--- config.mk ---
export PLATFORM = sky130hd
export DESIGN_NAME = vga_display_scheduler
export DESIGN_NICKNAME = d
export VERILOG_FILES = /design/src/rtl/vga_display_scheduler.sv
export SDC_FILE = /design/constraint.sdc
export NUM_CORES = 1
export LEC_CHECK = 0
export CAP_MARGIN = 20
export CORE_UTILIZATION = 45
export DETAILED_ROUTE_END_ITERATION = 12
export PLACE_DENSITY = 0.72
export SYNTH_ARGS = -nofsm -noshare
export SYNTH_HDL_FRONTEND = slang
export SYNTH_SLANG_ARGS = --single-unit
--- constraint.sdc ---
create_clock -name clock_25 -period 2.78 [get_ports clock_25]
set_input_delay 0.834 -clock clock_25 [delete_from_list [all_inputs] [get_ports clock_25]]
set_output_delay 0.834 -clock clock_25 [all_outputs]
set_load 0.005 [all_outputs]
--- src/rtl/vga_display_scheduler.sv ---
// Raster timing, pixel addressing and screen-mode sequencing for a VGA pixel datapath.
// Qualifiers are one cycle behind the address; syncs are two cycles behind the raster.
module vga_display_scheduler #(
   parameter int H_ACTIVE = 640,
   parameter int H_FP     = 16,
   parameter int H_SYNC   = 96,
   parameter int H_BP     = 48,
   parameter int V_ACTIVE = 480,
   parameter int V_FP     = 10,
   parameter int V_SYNC   = 2,
   parameter int V_BP     = 33,
   parameter int GAME_X0  = 160,
   parameter int GAME_Y0  = 120,
   parameter int GAME_W   = 320,
   parameter int GAME_H   = 240
) (
   input  logic       clock_25,
   input  logic       reset,
   input  logic       start_req,
   input  logic       over_req,
   output logic [9:0] pixel_x,
   output logic [9:0] pixel_y,
   output logic       display_area,
   output logic       game_enable,
   output logic       hsync,
   output logic       vsync,
   output logic [1:0] mode,
   output logic       frame_tick,
   output logic       mode_ack
);

   localparam int H_TOTAL = H_ACTIVE + H_FP + H_SYNC + H_BP;
   localparam int V_TOTAL = V_ACTIVE + V_FP + V_SYNC + V_BP;

   localparam logic [9:0] H_LAST = 10'(H_TOTAL - 1);
   localparam logic [9:0] V_LAST = 10'(V_TOTAL - 1);
   localparam logic [9:0] H_ACT  = 10'(H_ACTIVE);
   localparam logic [9:0] V_ACT  = 10'(V_ACTIVE);
   localparam logic [9:0] V_FB   = 10'(V_ACTIVE - 1);
   localparam logic [9:0] HS_BEG = 10'(H_ACTIVE + H_FP);
   localparam logic [9:0] HS_END = 10'(H_ACTIVE + H_FP + H_SYNC);
   localparam logic [9:0] VS_BEG = 10'(V_ACTIVE + V_FP);
   localparam logic [9:0] VS_END = 10'(V_ACTIVE + V_FP + V_SYNC);
   localparam logic [9:0] GX_BEG = 10'(GAME_X0);
   localparam logic [9:0] GX_END = 10'(GAME_X0 + GAME_W);
   localparam logic [9:0] GY_BEG = 10'(GAME_Y0);
   localparam logic [9:0] GY_END = 10'(GAME_Y0 + GAME_H);

   typedef enum logic [1:0] {
      MODE_TITLE = 2'd0,
      MODE_PLAY  = 2'd1,
      MODE_OVER  = 2'd2,
      MODE_BAD   = 2'd3
   } mode_e;

   logic [9:0] h_q, h_d, v_q, v_d;
   logic       display_q, display_d;
   logic       game_q, game_d;
   logic       hs1_q, hs1_d, hs2_q, hs2_d;
   logic       vs1_q, vs1_d, vs2_q, vs2_d;
   logic       pend_start_q, pend_start_d;
   logic       pend_over_q, pend_over_d;
   logic       tick_q, tick_d;
   logic       ack_q, ack_d;
   mode_e      mode_q, mode_d;
   logic       h_wrap, fb, eff_start, eff_over;

   always_comb begin
      h_wrap = (h_q == H_LAST);
      fb     = h_wrap && (v_q == V_FB);
      h_d    = h_wrap ? 10'd0 : h_q + 10'd1;
      v_d    = v_q;
      if (h_wrap) begin
         v_d = (v_q == V_LAST) ? 10'd0 : v_q + 10'd1;
      end

      display_d = (h_q < H_ACT) && (v_q < V_ACT);
      game_d    = (mode_q == MODE_PLAY) && (h_q >= GX_BEG) && (h_q < GX_END)
                  && (v_q >= GY_BEG) && (v_q < GY_END);

      // Syncs are active-low; the second stage lines them up with the colour register.
      hs1_d = !((h_q >= HS_BEG) && (h_q < HS_END));
      vs1_d = !((v_q >= VS_BEG) && (v_q < VS_END));
      hs2_d = hs1_q;
      vs2_d = vs1_q;

      // A request arriving in the boundary cycle itself still counts for that boundary.
      eff_start    = pend_start_q | start_req;
      eff_over     = pend_over_q | over_req;
      pend_start_d = fb ? 1'b0 : eff_start;
      pend_over_d  = fb ? 1'b0 : eff_over;

      mode_d = mode_q;
      if (fb) begin
         case (mode_q)
            MODE_TITLE: if (eff_start) mode_d = MODE_PLAY;
            MODE_PLAY:  if (eff_over)  mode_d = MODE_OVER;
            MODE_OVER:  if (eff_start) mode_d = MODE_TITLE;
            default:    mode_d = MODE_TITLE;
         endcase
      end
      ack_d  = fb && (mode_d != mode_q);
      tick_d = fb;
   end

   always_ff @(posedge clock_25 or posedge reset) begin
      if (reset) begin
         h_q          <= 10'd0;
         v_q          <= 10'd0;
         display_q    <= 1'b0;
         game_q       <= 1'b0;
         hs1_q        <= 1'b1;
         hs2_q        <= 1'b1;
         vs1_q        <= 1'b1;
         vs2_q        <= 1'b1;
         pend_start_q <= 1'b0;
         pend_over_q  <= 1'b0;
         tick_q       <= 1'b0;
         ack_q        <= 1'b0;
         mode_q       <= MODE_TITLE;
      end else begin
         h_q          <= h_d;
         v_q          <= v_d;
         display_q    <= display_d;
         game_q       <= game_d;
         hs1_q        <= hs1_d;
         hs2_q        <= hs2_d;
         vs1_q        <= vs1_d;
         vs2_q        <= vs2_d;
         pend_start_q <= pend_start_d;
         pend_over_q  <= pend_over_d;
         tick_q       <= tick_d;
         ack_q        <= ack_d;
         mode_q       <= mode_d;
      end
   end

   assign pixel_x      = h_q;
   assign pixel_y      = v_q;
   assign display_area = display_q;
   assign game_enable  = game_q;
   assign hsync        = hs2_q;
   assign vsync        = vs2_q;
   assign mode         = mode_q;
   assign frame_tick   = tick_q;
   assign mode_ack     = ack_q;

endmodule

==> key figures <==
GRT
  – Total gr overflow: 0
  – Largest net degree at the start of global routing: 33
  – First-pass GRT wire length: 5080 um
  – Vias in the first global route: 1112
  – Initial antenna violation count: 0
  – Gr usage total: 0.192

CTS
  – Clock slew at reported path FFs: 90 ps
  – CTS HTree Levels: 2
  – CTS buffer count: 5
  – Deepest clock path buffer count: 2
  – Root buffer cell: clkbuf_4
  – CTS tree: built
  – Cts hold-fix bufs: 0
  – Clk sink count: 32
  – Worst skew pair latency: 330 ps
  – Post_cts resized: 0
  – Post-CTS Setup Repair Bufs: 0

Worst setup path
  – Req. time, crit path: approximately 3000 ps
  – Worst Setup SP: pixel_x[0]
  – Crit-path cells: ha_1 > nand4_2 > or4_4 > or4_4 > a22o_1
  – WS Path Type: flop to flop
  – Worst-path fanout max: 10
  – Critical Path End Type: flop
  – Slowest cell on the critical path: or4_4
  – Worst setup SP type: flop
  – CP most frequent cell: or4_4
  – Worst R2R Path Depth: 5
  – Critical R2R Capture: mode[1]
  – CP arrival: approximately 2600 ps
  – R2r setup slk: roughly 430 ps
  – Crit-path max cell delay: just under 600 ps
  – R2R Path Start: pixel_x[0]
  – Critical Path Sink: mode[1]

Layout
  – Share of layout cells above drive strength 1: 0.0934
  – Commonest non-fill, non-tap cells in the layout: 31 x clkdlybuf4s50_1, 28 x dfrtp_1, 14 x nor2_1
  – Final-layout fill cell count: 264
  – # diodes: 0
  – Syn-to-layout area delta: 27.3%
  – Reg area: between 800 and 900 um^2
  – Fin util: 0.618
  – Commonest non-fill, non-tap cell in the layout: clkdlybuf4s50_1
  – Multi-input logic area: approximately 650 um^2
  – Layout Nets: about 190

Timing
  – Clk_skew: about 9.4 ps
  – Setup-failing EPs final: 0
  – Fin crit share: 0.846
  – Final Hold Fails: 0
  – Normalized max-slew margin: 0.652
  – RSZ-0062 raised after global routing: no
  – Fmax achieved: about 0.43 GHz
  – Final setup TNS: 0 ps
  – Max Slew Vio Count: 0
  – Worst-margin pin slew: 518 ps
  – Hold slack final: around 360 ps
  – Fin crit period: between 2000 and 2500 ps

Power and ir drop
  – Leak Pwr: just over 0.8 nW
  – Maximum VDD drop: around 0.37 mV
  – Pwr Density: slightly above 400 nW/um^2

Synth
  – Post-synth EDFFs: 0
  – Mapped cell area: ~1500 um^2
  – Ys Warns: 0
  – Synthesized area per cell: 10.3 um^2
  – Predominant post-synthesis flop cell: dfrtp_1
  – Gate Count Post-Synth: 148
  – Fraction of registers with async set/reset: 1.00
  – Synth Register Bits: 32
  – Register area share after synthesis: 0.530
  – Yosys cell types: 37
  – Syn Nets: 156

Job
  – Number of max-cap violations: 0

Placement
  – Final HPWL DP: roughly 2100 um
  – # port buffers: 31
  – Routability Congestion: between 0.8 and 0.9

Detailed routing
  – DRT Wirelength: between 3000 and 4000 um
  – Vias/cell: 5.56
  – Antenna Nets Post-Route: 0
  – TritonRoute pass-1 iters: 4
  – DR vias: ~1300
  – # DRC: 0
  – Routed wire per std cell: around 13 um
  – Drt initial violations: 34

Run status
  – Status: complete, no violations

Floorplan
  – Die W: roughly 60 um
  – Die ar.: about 3600 um^2
  – # rows: 20
  – Core Box Area: between 3000 and 4000 um^2
  – Die Y: approximately 60 um
  – Ports: 32
  – Initial core utilization: 0.486

Min path
  – HP Class: flop to flop
## cell usage after synthesis, drive strengths merged (2+ instances only)
cell	n	share of area
xor2	5	0.029
or3	3	0.012
inv	7	0.017
nand3	10	0.033
nor2	14	0.035
ha	4	0.033
nand2	11	0.027
dfstp	4	0.069
or4	4	0.025
xnor2	6	0.035
a22o	2	0.012
nor3	8	0.026
a21oi	2	0.0066
dfrtp	28	0.46
o31ai	2	0.0099
nand4	6	0.029
a31oi	2	0.0082
clkbuf	6	0.015
o21ai	7	0.023
and3	2	0.0082
## cell families after synthesis
family / share of synthesized area
and+or+nand+nor: 0.231
DFF: 0.530
AOI/OAI and AO/OA: 0.0964
buffers and inverters: 0.0395
xor gates and xnor gates: 0.0634
adders and majority gates: 0.0330
muxes: 0.00659
## worst max-delay path, delay by kind of cell, from the launching register on
family / cells / cell delay, ps
AO/OA/AOI/OAI: 1 / 240
adder cells (fa/ha/maj): 1 / 260
flip-flops: 1 / 440
AND/OR/NAND/NOR: 3 / 1320
## how the worst min path moves through the flow
stage          start     to  slack (ps)  cells past startpoint
6_report       hs1_q  hsync         360                      0
4_1_cts        hs1_q  hsync         360                      0
3_5_place_dp   hs1_q  hsync         350                      0
3_3_place_gp   hs1_q  hsync         350                      0
2_1_floorplan  hs1_q  hsync         350                      0
5_1_grt        hs1_q  hsync         360                      0
## per-stage QoR
| stage | area (um^2) | total power [mW] | cells | setup WS, ps |
|---|---|---|---|---|
| 4_1_cts | 1930 | 0.787 | 226 | 414 |
| 3_3_place_gp | 1870 | 0.489 | 218 | 506 |
| 3_5_place_dp | 1870 | 0.489 | 218 | 432 |
| 6_report | 1930 | 0.781 | 226 | 428 |
| 2_1_floorplan | 1520 | 0.481 | 148 | 488 |
| 5_1_grt | 1930 | 0.812 | 226 | 313 |
## sequential cells by signal (all words and copies together), names as in the netlist
register / cells
pixel_x: 10
pixel_y: 10
mode: 2
display_area: 1
frame_tick: 1
game_enable: 1
hs1_q: 1
hsync: 1
mode_ack: 1
pend_over_q: 1
pend_start_q: 1
vs1_q: 1
vsync: 1
## report_power, final
| part | leakage, nW | total (mW) | switching (mW) | internal [mW] |
|---|---|---|---|---|
| registers | 0.403 | 0.465 | 0.0000000000000000224 | 0.465 |
| logic | 0.372 | 0.0141 | 0.00940 | 0.00471 |
| clock network | 0.0386 | 0.301 | 0.152 | 0.149 |
## layout make-up
type                    instances  area share
inverters                       7      0.0136
repair buffers                 33       0.168
clock buffers                   8      0.0356
multi-input cells             102       0.338
flip-flops and latches         32       0.417
well taps                      44      0.0285
## metal layers
| metal | part of all wire | track usage | up-vias |
|---|---|---|---|
| met4 | 0.0096 | 0.0698 | 0 |
| met1 | 0.46 | 0.238 | 625 |
| met2 | 0.49 | 0.312 | 30 |
| met3 | 0.043 | 0.0584 | 4 |
| li1 | - | - | 598 |
| met5 | 0 | 0 | - |
Power figures use the tool's default switching activity.
